==> config.mk <==
export PLATFORM = sky130hd
export DESIGN_NAME = channel_error_injector
export DESIGN_NICKNAME = d
export VERILOG_FILES = /design/src/rtl/channel_error_injector.sv
export SDC_FILE = /design/constraint.sdc
export NUM_CORES = 1
export LEC_CHECK = 0
export BUFFER_PORTS_ARGS = -buffer_cell sky130_fd_sc_hd__buf_2
export CELL_PAD_IN_SITES_DETAIL_PLACEMENT = 1
export CELL_PAD_IN_SITES_GLOBAL_PLACEMENT = 1
export CORE_UTILIZATION = 48
export DETAILED_ROUTE_END_ITERATION = 8
export PLACE_DENSITY = 0.88
export SLEW_MARGIN = 20
export SYNTH_ARGS = -nofsm -noshare
export SYNTH_HDL_FRONTEND = slang
export SYNTH_SLANG_ARGS = --single-unit
==> constraint.sdc <==
create_clock -name clk -period 11.5 [get_ports clk]
set_clock_uncertainty 0.05 [all_clocks]
set_input_delay 0.575 -clock clk [delete_from_list [all_inputs] [get_ports clk]]
set_output_delay 0.575 -clock clk [all_outputs]
set_load 0.02 [all_outputs]
==> src/rtl/channel_error_injector.sv <==
// Channel impairment stage between the convolutional encoder and the Viterbi decoder:
// forwards coded symbols with one cycle of latency and XOR-corrupts selected ones.
module channel_error_injector #(
  parameter int          SYM_W = 2,
  parameter int          CNT_W = 16,
  parameter logic [15:0] SEED  = 16'hACE1
) (
  input  logic             clk,
  input  logic             rst,
  input  logic             start_i,
  input  logic [1:0]       mode_i,
  input  logic [CNT_W-1:0] period_i,
  input  logic [CNT_W-1:0] burst_len_i,
  input  logic [7:0]       rate_thresh_i,
  input  logic [SYM_W-1:0] err_mask_i,
  input  logic [CNT_W-1:0] window_i,
  input  logic             sym_valid_i,
  input  logic [SYM_W-1:0] sym_i,
  output logic             sym_valid_o,
  output logic [SYM_W-1:0] sym_o,
  output logic             err_flag_o,
  output logic [CNT_W-1:0] inj_sym_ct_o,
  output logic [CNT_W-1:0] bad_bit_ct_o,
  output logic             busy_o,
  output logic             done_o
);

  localparam logic [15:0] SEED_EFF = (SEED == 16'h0000) ? 16'h0001 : SEED;
  localparam logic [15:0] TAPS     = 16'hB400;

  localparam logic [1:0] MODE_CLEAN    = 2'd0;
  localparam logic [1:0] MODE_PERIODIC = 2'd1;
  localparam logic [1:0] MODE_RANDOM   = 2'd2;
  localparam logic [1:0] MODE_RBURST   = 2'd3;

  typedef enum logic [1:0] {
    IDLE = 2'd0,
    RUN  = 2'd1,
    DONE = 2'd2
  } state_t;

  state_t           state_q, state_d;
  logic [1:0]       mode_q, mode_d;
  logic [CNT_W-1:0] period_q, period_d;
  logic [CNT_W-1:0] burst_len_q, burst_len_d;
  logic [7:0]       thresh_q, thresh_d;
  logic [SYM_W-1:0] mask_q, mask_d;
  logic [CNT_W-1:0] window_q, window_d;
  logic [CNT_W-1:0] pos_q, pos_d;
  logic [CNT_W-1:0] sym_cnt_q, sym_cnt_d;
  logic [CNT_W-1:0] remain_q, remain_d;
  logic [15:0]      lfsr_q, lfsr_d;
  logic [CNT_W-1:0] inj_ct_q, inj_ct_d;
  logic [CNT_W-1:0] bad_ct_q, bad_ct_d;
  logic             sym_valid_q, sym_valid_d;
  logic [SYM_W-1:0] sym_q, sym_d;
  logic             err_q, err_d;

  logic             inject;
  logic             trigger;
  logic [15:0]      lfsr_step;
  logic [CNT_W:0]   mask_pop;
  logic [CNT_W:0]   bad_sum;

  always_comb begin
    mask_pop = '0;
    for (int i = 0; i < SYM_W; i++) begin
      mask_pop = mask_pop + (CNT_W + 1)'(mask_q[i]);
    end
  end

  assign lfsr_step = lfsr_q[0] ? ((lfsr_q >> 1) ^ TAPS) : (lfsr_q >> 1);
  // Random decisions use the LFSR value before this symbol's step.
  assign trigger   = (lfsr_q[7:0] < thresh_q);
  assign bad_sum   = {1'b0, bad_ct_q} + mask_pop;

  always_comb begin
    state_d     = state_q;
    mode_d      = mode_q;
    period_d    = period_q;
    burst_len_d = burst_len_q;
    thresh_d    = thresh_q;
    mask_d      = mask_q;
    window_d    = window_q;
    pos_d       = pos_q;
    sym_cnt_d   = sym_cnt_q;
    remain_d    = remain_q;
    lfsr_d      = lfsr_q;
    inj_ct_d    = inj_ct_q;
    bad_ct_d    = bad_ct_q;
    sym_valid_d = sym_valid_i;
    sym_d       = sym_q;
    err_d       = 1'b0;
    inject      = 1'b0;

    if (state_q == RUN && sym_valid_i) begin
      unique case (mode_q)
        MODE_PERIODIC: begin
          if (period_q != '0) begin
            inject = (burst_len_q >= period_q) || (pos_q >= period_q - burst_len_q);
            pos_d  = (pos_q >= period_q - CNT_W'(1)) ? '0 : pos_q + CNT_W'(1);
          end
        end
        MODE_RANDOM: inject = trigger;
        MODE_RBURST: begin
          if (remain_q != '0) begin
            inject   = 1'b1;
            remain_d = remain_q - CNT_W'(1);
          end else if (trigger) begin
            inject   = 1'b1;
            remain_d = (burst_len_q == '0) ? '0 : burst_len_q - CNT_W'(1);
          end
        end
        default: inject = 1'b0;
      endcase

      lfsr_d    = lfsr_step;
      sym_cnt_d = sym_cnt_q + CNT_W'(1);
      if (inject) begin
        if (inj_ct_q != '1) inj_ct_d = inj_ct_q + CNT_W'(1);
        bad_ct_d = bad_sum[CNT_W] ? '1 : bad_sum[CNT_W-1:0];
      end
      if (window_q != '0 && sym_cnt_q == window_q - CNT_W'(1)) state_d = DONE;
    end

    if (sym_valid_i) begin
      sym_d = sym_i ^ (inject ? mask_q : '0);
      err_d = inject;
    end

    // A start pulse during RUN is ignored; the run only ends by window or reset.
    if (start_i && state_q != RUN) begin
      state_d     = RUN;
      mode_d      = mode_i;
      period_d    = period_i;
      burst_len_d = burst_len_i;
      thresh_d    = rate_thresh_i;
      mask_d      = err_mask_i;
      window_d    = window_i;
      pos_d       = '0;
      sym_cnt_d   = '0;
      remain_d    = '0;
      lfsr_d      = SEED_EFF;
      inj_ct_d    = '0;
      bad_ct_d    = '0;
    end
  end

  always_ff @(posedge clk) begin
    if (rst) begin
      state_q     <= IDLE;
      mode_q      <= MODE_CLEAN;
      period_q    <= '0;
      burst_len_q <= '0;
      thresh_q    <= '0;
      mask_q      <= '0;
      window_q    <= '0;
      pos_q       <= '0;
      sym_cnt_q   <= '0;
      remain_q    <= '0;
      lfsr_q      <= SEED_EFF;
      inj_ct_q    <= '0;
      bad_ct_q    <= '0;
      sym_valid_q <= 1'b0;
      sym_q       <= '0;
      err_q       <= 1'b0;
    end else begin
      state_q     <= state_d;
      mode_q      <= mode_d;
      period_q    <= period_d;
      burst_len_q <= burst_len_d;
      thresh_q    <= thresh_d;
      mask_q      <= mask_d;
      window_q    <= window_d;
      pos_q       <= pos_d;
      sym_cnt_q   <= sym_cnt_d;
      remain_q    <= remain_d;
      lfsr_q      <= lfsr_d;
      inj_ct_q    <= inj_ct_d;
      bad_ct_q    <= bad_ct_d;
      sym_valid_q <= sym_valid_d;
      sym_q       <= sym_d;
      err_q       <= err_d;
    end
  end

  assign sym_valid_o  = sym_valid_q;
  assign sym_o        = sym_q;
  assign err_flag_o   = err_q;
  assign inj_sym_ct_o = inj_ct_q;
  assign bad_bit_ct_o = bad_ct_q;
  assign busy_o       = (state_q == RUN);
  assign done_o       = (state_q == DONE);

endmodule

==> results of run 1 <==
[Yosys cell counts, types with 4 or more instances]
master	count
nand2_1	225
dfxtp_1	162
a21oi_1	123
nor2_1	92
ha_1	64
xnor2_1	56
inv_1	51
xor2_1	48
o21ai_0	43
clkbuf_1	42
nand3_1	35
nor3_1	30
nand4_1	22
and3_1	19
or3_1	16
nor4_1	12
o21ai_1	11
a21o_1	10
nand2b_1	10
a211oi_1	9
o211ai_1	9
a22oi_1	8
buf_2	8
a31oi_1	7
o2111ai_1	7
o41ai_1	7
or4_1	7
o21a_1	6
nor3b_1	5
o221ai_1	5
and2_1	4
buf_1	4
nor2b_1	4
o22ai_1	4
or2_2	4
[layer usage]
metal | routed length, microns | up-vias | track usage
li1 | - | 4436 | -
met1 | 12800 | 4544 | 0.356
met5 | 11 | - | 0
met2 | 14600 | 198 | 0.522
met4 | 681 | 2 | 0.102
met3 | 1220 | 52 | 0.0590
[kinds of logic (layout without fill, tap and decap cells)]
logic type,count (synthesis),in the layout
simple gates,509,509
mux,4,4
buf+inv,108,194
compound gates,273,273
other cells,0,1
fa+ha+maj,66,66
xor+xnor,104,104
flops,162,162
[worst paths after layout]
path | to | slack [ns] | depth (start not counted)
worst max-delay path | bad_bit_ct_o[14] | 6.14 | 19
worst min-delay path | burst_len_q[10] | 0.32 | 3
worst max register to register | bad_bit_ct_o[14] | 6.14 | 19
worst min register to register | lfsr_q[14] | 0.41 | 2
[cell usage in the layout (no fill, tap or decap), types with 10 or more instances in the layout]
master / instances
ha_1: 64
buf_2: 103
a21o_1: 10
nor4_1: 12
nor3_1: 29
inv_1: 51
a21oi_1: 123
and3_1: 19
nor2_1: 92
o21ai_1: 11
nand3_1: 35
dfxtp_1: 162
nand4_1: 22
xnor2_1: 56
nand2_1: 224
clkbuf_16: 17
xor2_1: 48
o21ai_0: 43
or3_1: 16
[cell type report]
class,count,area [sq um]
fillers,2449,8620
multi-input cells,956,5890
flip-flops and latches,162,3240
repair buffers,111,576
clock buffers,17,425
well taps,265,332
inverters,51,191
clock inverters,15,188
diodes,1,2.50
[sequential cells by signal, indices dropped and copies added, names as in the netlist, 8 cells and up]
signal,flops
remain_q,16
window_q,16
burst_len_q,16
pos_q,16
inj_sym_ct_o,16
bad_bit_ct_o,16
lfsr_q,16
period_q,16
sym_cnt_q,16
thresh_q,8
[worst max-delay path: stages (launching register included)]
cell      delay [ns]
dfxtp_1         0.40
inv_1           0.11
ha_1            0.24
fa_1            0.41
nand2b_1        0.19
a211oi_1        0.41
o21a_1          0.22
o21a_1          0.13
or4_1           0.12
a41o_1          0.17
a21oi_1         0.07
xor2_1          0.15
ha_1            0.30
nand4_1         0.15
nor4_1          0.29
a21boi_1        0.13
a41oi_4         0.69
nor2_4          0.25
or4_1           0.62
mux2i_1         0.14
[power breakdown]
group	switching (uW)	leakage, uW	internal [uW]
registers	22.0	0.00132	576
logic	169	0.00276	112
clock network	275	0.000298	331
total	466	0.00438	1020
[per-stage QoR]
| stage | power, uW | util | setup WS (ns) |
|---|---|---|---|
| floorplan | 804 | - | 7.18 |
| global placement | 870 | 0.525 | 6.37 |
| detailed placement | 883 | 0.525 | 6.24 |
| CTS | 1490 | 0.557 | 6.17 |
| global route | 1550 | 0.557 | 5.85 |
| finish | 1490 | 0.557 | 6.14 |
==> impl_results.md, run 1 <==
* Outcome: finished clean
* Synthesized area at roughly 0.0096 sq mm
* Maximum VDD drop at 106 uV
* Synth area leader: dfxtp_1
* Die area at around 0.020 sq mm
* H-tree depth at 4
* Fin Setup TNS at 0 ns
* Ys async rst share at 0
* Mean Syn Cell Area at between 7 and 8 sq um
* Core ar. at around 0.019 sq mm
* Number of synthesized flops with an enable pin at 0
* Syn Nets at 1358
* Xor/xnor share of the synthesized area at 0.0953
* Cells after Synth at 1226
* Initial antenna violation count at 2
* HPWL after detailed placement at around 20000 microns
* Initial Utilization at 0.491
* # IOs at between 100 and 150
* Row cnt at 51
* Drt via density at 5.85
* Startpoint of the worst register-to-register path: period_q[0]
* Post-synthesis simple-gate area fraction at 0.252
* Chip width at 143 microns
* Worst slew margin at 0.464
* CP Capture Type: register
* Post-route antenna net violation count at 0
* DRC viols at 0
* Minimum clock period at 5.36 ns
* Routed len/inst at 18.6 microns
* Post-CTS Setup Inserts at 0
* DRT iter0 DRCs at between 400 and 500
* TritonCTS Buffers at 17
* Critical path launch point type: register
* Max-slew violations at 0
* Placed cells at ~1500
* Post-synth top area share at 0.339
* Pin count of the biggest net entering global routing at between 60 and 70
* Final setup fails at 0
* Most used DFF post-synth: dfxtp_1
* GR Overflow Total at 0
* Detailed Routing Iterations Pass 1 at 4
* Die Ht at 143 microns
* Clock sink count at 162
* Placed inst area at between 0.01 and 0.015 sq mm
* Post-synthesis adder-cell area fraction at 0.0880
* Hold path start: burst_len_i[10]
* Worst setup path start: period_q[0]
* Vias in the first global route at about 9600
* Crit path DAT at 5.64 ns
* Max Fanout on Critical Path at 23
* #FFs+latches synth at ~160
* Vias at roughly 9000
* Final Cycle Share at 0.466
* Hold Crit Class: input pin to register
* Synth unique cells at between 70 and 80
* Drt total wl at approximately 29000 microns
* Power per cell area at roughly 140 mW/mm^2
* Finished Cell Area at roughly 0.011 sq mm
* TritonCTS clock tree: yes
* Critical Path RT at ~12 ns
* Layout area overhead at 13.5%
* Max Clock Freq at 187 MHz
* Reg clk slew, reported paths at roughly 0.070 ns
* Total leakage power at about 0.0044 uW
* Fin. Hold Viols at 0
* Nets at approximately 1400
* Largest family of logic cells by synthesized area: simple AND/OR/NAND/NOR gates
* RSZ-0062 raised after global routing: no
* Post_cts resized at 0
* First-pass GRT wire length at around 48000 microns
* Synth Area in Compound Gates at 0.176
* Post-Layout Cell Count at 1578
* IO buf count at 103
* Max-Cap Viols at 0
* GR Util All Layers at 0.296
* Seq/Total Area, Yosys at 0.339
* Worst hold slack at about 0.32 ns
* Placer Congestion at between 0.8 and 0.9
* Ys Warns at 0
* Critical path type: register to register
* Hold_buf cts at 0
* Share of cells above drive strength 1 at 0.129
* CTS max path bufs at 2
* Synth area leaders: dfxtp_1, nand2_1, ha_1, a21oi_1, xnor2_1
* Worst skew pair latency at 0.44 ns
* Slew of the pin with the lowest slew margin at a little over 0.8 ns
* Root Buffer: clkbuf_16
* Mux share of post-synthesis cell area at 0.00432
Note: power is estimated with default switching activity, not from simulation.
==> run 2, diff against run 1 <==
--- a/config.mk
+++ b/config.mk
@@ -8,9 +8,9 @@
 export BUFFER_PORTS_ARGS = -buffer_cell sky130_fd_sc_hd__buf_2
 export CELL_PAD_IN_SITES_DETAIL_PLACEMENT = 1
 export CELL_PAD_IN_SITES_GLOBAL_PLACEMENT = 1
-export CORE_UTILIZATION = 48
+export CORE_UTILIZATION = 40
 export DETAILED_ROUTE_END_ITERATION = 8
-export PLACE_DENSITY = 0.88
+export PLACE_DENSITY = 0.78
 export SLEW_MARGIN = 20
 export SYNTH_ARGS = -nofsm -noshare
 export SYNTH_HDL_FRONTEND = slang
==> constraint.sdc (replaced) <==
create_clock -name clk -period 4.8 [get_ports clk]
set_clock_uncertainty 0.05 [all_clocks]
set_input_delay 0.24 -clock clk [delete_from_list [all_inputs] [get_ports clk]]
set_output_delay 0.24 -clock clk [all_outputs]
set_load 0.02 [all_outputs]
==> run 2 against run 1 <==
Net effect:
- core utilization down 6.6 points
- power up 140%
- wire length fell by 0.45%
- register-to-register slack got worse by 6.0 ns
- largest power group is now sequential cells
- sequential power rose by 140%
- clock power increased by 130%
- first-iteration DRC count is 4.7% lower
- die area rose by 20%
- via count increased by 0.37%
- highest routed layer unchanged
- global-route usage shrank 5.1 points
- combinational power increased to 2.6 times the previous value
==> impl_results.md, run 2 (synthesis results as in run 1) <==
* Crit-path cells: inv_2 > ha_2 > fa_2 > nand2b_4 > a211oi_2 > o21a_1 > o21a_1 > or4_1 > a41o_1 > a21oi_2 > xor2_1 > ha_1 > nand4_1 > buf_4 > nor4_4 > a21boi_2 > a41oi_4 > buf_6 > o211ai_2 > or4_1 > o211a_1
* CP Capture Type: register
* Pre-CTS setup slack at -0.127 ns
* CTS max path bufs at 2
* Post-route antenna net violation count at 0
* Share of cells above drive strength 1 at 0.151
* Nets at ~1500
* Pin count of the biggest net entering global routing at between 60 and 70
* TritonCTS clock tree: yes
* Crit-path max cell delay at slightly below 0.5 ns
* GR Util All Layers at 0.245
* Minimum clock period at approximately 4.6 ns
* GR Overflow Total at 0
* DRC viols at 0
* Max-slew violations at 0
* Initial antenna violation count at 3
* # IOs at 104
* Core ar. at approximately 0.023 sq mm
* Final setup fails at 0
* WP buf/inv at 3
* Worst skew pair latency at between 0.4 and 0.5 ns
* Worst slew margin at 0.354
* Slew of the pin with the lowest slew margin at a little under 1 ns
* Vias at 9266
* Initial Utilization at 0.407
* Reg area at around 0.0032 sq mm
* Critical path type: register to register
* Layout fillers at roughly 2900
* Hold Crit Class: input pin to register
* Max Clock Freq at around 220 MHz
* Max Fanout on Critical Path at 5
* Most frequent cells in the layout: nand2_1, dfxtp_1, a21oi_1
* Total leakage power at ~0.0046 uW
* Fin Setup TNS at 0 ns
* Area of the multi-input gates at roughly 0.006 sq mm
* Clock sink count at between 150 and 200
* CP max-delay cell: or4_1
* Routed len/inst at ~17 microns
* Power per cell area at roughly 310 mW/mm^2
* Outcome: finished clean
* Crit path DAT at a little under 5 ns
* Critical Path RT at 5.08 ns
* Commonest non-fill, non-tap cell in the layout: nand2_1
* H-tree depth at 4
* Fin. Hold Viols at 0
* Drt via density at around 5.5
* Reg clk slew, reported paths at ~0.070 ns
* Layout area overhead at 20.7%
* Chip width at 157 microns
* Maximum VDD drop at 157 uV
* Root Buffer: clkbuf_16
* Detailed Routing Iterations Pass 1 at 5
* Drt total wl at between 20000 and 30000 microns
* Placer Congestion at roughly 0.83
* Die area at 0.0245 sq mm
* Setup slack after layout at 0.168 ns
* Critical path launch point type: register
* Crit-path leading delay family: compound AO/OA/AOI/OAI gates
* Final Cycle Share at 0.965
* HPWL after detailed placement at approximately 20000 microns
* First-pass GRT wire length at about 48000 microns
* DRT iter0 DRCs at approximately 430
* TritonCTS Buffers at 17
* Die Ht at 157 microns
* Row cnt at 56
* Max-Cap Viols at 0
* IO buf count at slightly above 100
* Vias in the first global route at between 9000 and 10000
-- run 2: changes by cell type in the layout (fill, tap and decap cells not counted), moves of 2 or more --
cell,before,now
inv_6,6,4
o21ai_1,11,13
o21ai_0,43,41
a21oi_1,123,121
ha_2,0,2
dlygate4sd3_1,0,38
buf_4,8,28
o311ai_0,2,0
ha_1,64,61
clkinvlp_4,1,4
a21oi_2,1,3
-- run 2: what timing repair did --
| action | in CTS | in global routing |
|---|---|---|
| endpoints found under the hold margin | 38 | 0 |
| gates resized for setup | 2 | 21 |
| endpoints found under the setup margin | 19 | 33 |
| buffers inserted | 3 | 2 |
| pin swaps | 1 | 4 |
| hold buffers | 38 | 0 |
-- run 2: final timing paths --
kind	startpoint	to	slack (ns)	cells after the start
worst min-delay path	period_i[10]	period_q[10]	0.007	3
worst max register to register	period_q[0]	bad_bit_ct_o[15]	0.17	21
worst max-delay path	period_q[0]	bad_bit_ct_o[15]	0.17	21
worst min register to register	thresh_q[7]	thresh_q[7]	0.41	2
-- run 2: layer usage --
layer | global-route usage | wire length (microns) | vias up
met4 | 0.0630 | 343 | 2
li1 | - | - | 4557
met1 | 0.312 | 13600 | 4508
met5 | 0 | 13 | -
met3 | 0.0446 | 1140 | 26
met2 | 0.424 | 14100 | 173
-- run 2: layout make-up --
| cell class | instances | share of cell area |
|---|---|---|
| clock inverter | 14 | 0.0145 |
| antenna | 2 | 0.000434 |
| multi-input combinational | 956 | 0.518 |
| tap | 319 | 0.0346 |
| sequential | 162 | 0.281 |
| timing repair buffer | 170 | 0.0969 |
| clock buffer | 18 | 0.0381 |
| inverter | 51 | 0.0166 |
-- run 2: stage by stage --
step / hold WS, ns / cells / power, uW / utilization / cell area [sq um]
after floorplan: 0.326 / 1226 / 1930 / - / 9560
after global placement: 0.394 / 1615 / 2100 / 0.444 / 10400
after detailed placement: 0.401 / 1615 / 2120 / 0.444 / 10400
after CTS: 0.000360 / 1688 / 3570 / 0.487 / 11400
after global routing: 0.00868 / 1691 / 3740 / 0.491 / 11500
final: 0.00663 / 1692 / 3570 / 0.491 / 11500
-- run 2: tightest hold or removal path: stages --
cell and delay (ns):
buf_2 0.10, nand2_1 0.05, a21oi_1 0.05
-- run 2: where the power goes --
group | switching [uW] | internal (uW) | total [uW]
registers | 46.4 | 1380 | 1430
logic | 418 | 305 | 724
clock network | 620 | 798 | 1420
==> run 3, diff against run 2 <==
--- a/config.mk
+++ b/config.mk
@@ -10,6 +10,7 @@
 export CELL_PAD_IN_SITES_GLOBAL_PLACEMENT = 1
 export CORE_UTILIZATION = 40
 export DETAILED_ROUTE_END_ITERATION = 8
+export MAX_ROUTING_LAYER = met4
 export PLACE_DENSITY = 0.78
 export SLEW_MARGIN = 20
 export SYNTH_ARGS = -nofsm -noshare
==> run 3 against run 2 <==
Net effect:
- final cell count is essentially flat
- via count fell by 0.19%
- fmax decreased by 0.15%
- first-iteration DRC count down 7.7%
- cell area hardly changed
- core utilization is essentially flat
- die area stayed put
- largest cell class unchanged
- sequential power about the same
- sequential share of layout area about the same
- highest routed layer is now met4
- sequential cell count stayed put
- count of clock-buffer cells in the layout did not move
- wire length about the same
==> impl_results.md, run 3 (synthesis results as in run 1) <==
* Outcome: finished clean
* TritonCTS clock tree: yes
* First-pass GRT wire length at approximately 48000 microns
* Root Buffer: clkbuf_16
* Slew of the pin with the lowest slew margin at approximately 0.95 ns
* Drt total wl at 29200 microns
* Power per cell area at 310 mW/mm^2
* Critical path type: register to register
* Clock network power share at 0.398
* Int Pwr at about 2500 uW
* Finished Cell Area at between 0.01 and 0.015 sq mm
* Final setup fails at 0
* CP Capture Type: register
* Nets at around 1500
* Pin count of the biggest net entering global routing at 67
* Pre-CTS setup slack at -0.127 ns
* Core ar. at between 0.02 and 0.025 sq mm
* Max-Cap Viols at 0
* Crit path DAT at ~5 ns
* Max Fanout on Critical Path at 5
* Share of cells above drive strength 1 at 0.150
* Crit-path leading delay family: compound AO/OA/AOI/OAI gates
* Critical path launch point type: register
* Hold Crit Class: input pin to register
* Commonest non-fill, non-tap cell in the layout: nand2_1
* Die Ht at approximately 160 microns
* Setup slack after layout at roughly 0.16 ns
* Max Clock Freq at about 220 MHz
* Routed len/inst at approximately 17 microns
* Die area at between 0.02 and 0.025 sq mm
* Drt via density at 5.46
* Vias in the first global route at about 9500
* Switching share of power at 0.304
* FF-to-FF setup slack at ~0.16 ns
* HPWL after detailed placement at 20500 microns
* Layout area overhead at 20.6%
* Layout fillers at approximately 2900
* DRT iter0 DRCs at about 400
* Initial antenna violation count at 3
* Most frequent cells in the layout: nand2_1, dfxtp_1, a21oi_1
* WP buf/inv at 3
* Final Cycle Share at 0.967
* Initial Utilization at 0.407
* CP max-delay cell: or4_1
* # IOs at 104
* Total leakage power at 0.00465 uW
* Chip width at ~160 microns
* Maximum VDD drop at 156 uV
* CTS max path bufs at 2
* Detailed Routing Iterations Pass 1 at 5
* Clock sink count at around 160
* Switching power at 1080 uW
* Reg clk slew, reported paths at roughly 0.070 ns
* H-tree depth at 4
* Critical Path RT at 5.08 ns
* Fin. Hold Viols at 0
* GR Overflow Total at 0
* Part of the power in combinational logic at 0.202
* DRC viols at 0
* IO buf count at roughly 100
* Placer Congestion at around 0.85
* Minimum clock period at roughly 4.6 ns
* Placed inst area at roughly 0.010 sq mm
* Row cnt at 56
* Crit-path max cell delay at 0.49 ns
* Worst skew pair latency at roughly 0.43 ns
* Max-slew violations at 0
* Crit-path cells: inv_2 > ha_2 > fa_2 > nand2b_4 > a211oi_2 > o21a_1 > o21a_1 > or4_1 > a41o_1 > a21oi_2 > xor2_1 > ha_1 > nand4_1 > buf_4 > nor4_4 > a21boi_2 > a41oi_4 > buf_6 > o211ai_2 > or4_1 > o211a_1
* GR Util All Layers at 0.253
* Worst slew margin at 0.367
* Fin Setup TNS at 0 ns
* Post-route antenna net violation count at 0
* TritonCTS Buffers at 17
* Sequential power share at 0.400
* Vias at between 9000 and 10000
## run 3: changes by cell type in the layout (fill, tap and decap cells not counted)
cell and change:
diode_2 +1, o311ai_1 +1, o311ai_2 -1
## run 3: area by class of cell
| cell class | instances | area (sq um) | area share |
|---|---|---|---|
| clock buffers | 18 | 439 | 0.0381 |
| flip-flops and latches | 162 | 3240 | 0.281 |
| well taps | 319 | 399 | 0.0346 |
| diodes | 3 | 7.51 | 0.000651 |
| clock inverters | 14 | 168 | 0.0145 |
| repair buffers | 170 | 1120 | 0.0969 |
| inverters | 51 | 191 | 0.0166 |
| multi-input cells | 956 | 5960 | 0.517 |
## run 3: final timing paths
kind,depth (start not counted),start,endpoint
setup / recovery,21,period_q[0],bad_bit_ct_o[15]
hold / removal,3,period_i[10],period_q[10]
setup reg to reg,21,period_q[0],bad_bit_ct_o[15]
hold reg to reg,2,thresh_q[7],thresh_q[7]
## run 3: worst reg2reg max path: stages (launching register included)
cell,delay (ns)
dfxtp_1,0.32
inv_2,0.07
ha_2,0.19
fa_2,0.21
nand2b_4,0.14
a211oi_2,0.08
o21a_1,0.21
o21a_1,0.19
or4_1,0.44
a41o_1,0.27
a21oi_2,0.16
xor2_1,0.08
ha_1,0.30
nand4_1,0.11
buf_4,0.17
nor4_4,0.16
a21boi_2,0.11
a41oi_4,0.41
buf_6,0.16
o211ai_2,0.08
or4_1,0.49
o211a_1,0.13
## run 3: routing by layer
layer | track usage | part of all wire
met1 | 0.315 | 0.47
met2 | 0.424 | 0.49
met3 | 0.0415 | 0.038
met4 | 0.0630 | 0.010
met5 | - | 0
## run 3: power by group through the flow
stage | registers (uW) | clock network (uW) | logic (uW)
detailed placement | 1460 | 0 | 662
finish | 1430 | 1420 | 722
floorplan | 1440 | 0 | 482
global route | 1430 | 1510 | 805
global placement | 1460 | 0 | 645
CTS | 1430 | 1450 | 702
## run 3: what timing repair did
item / 4_1_cts / 5_1_grt
gates resized for setup: 2 / 20
endpoints found under the hold margin: 38 / 0
cloned: 0 / 0
hold buffers: 38 / 0
pin swaps: 1 / 4
buffers inserted: 3 / 2
endpoints found under the setup margin: 19 / 33
## run 3: stage by stage
stage / hold slack, ns / utilization / power [uW] / std cells
2_1_floorplan: 0.326 / - / 1930 / 1226
3_3_place_gp: 0.394 / 0.444 / 2100 / 1615
3_5_place_dp: 0.401 / 0.444 / 2120 / 1615
4_1_cts: 0.000360 / 0.487 / 3570 / 1688
5_1_grt: 0.00827 / 0.491 / 3740 / 1693
6_report: 0.00829 / 0.491 / 3570 / 1693
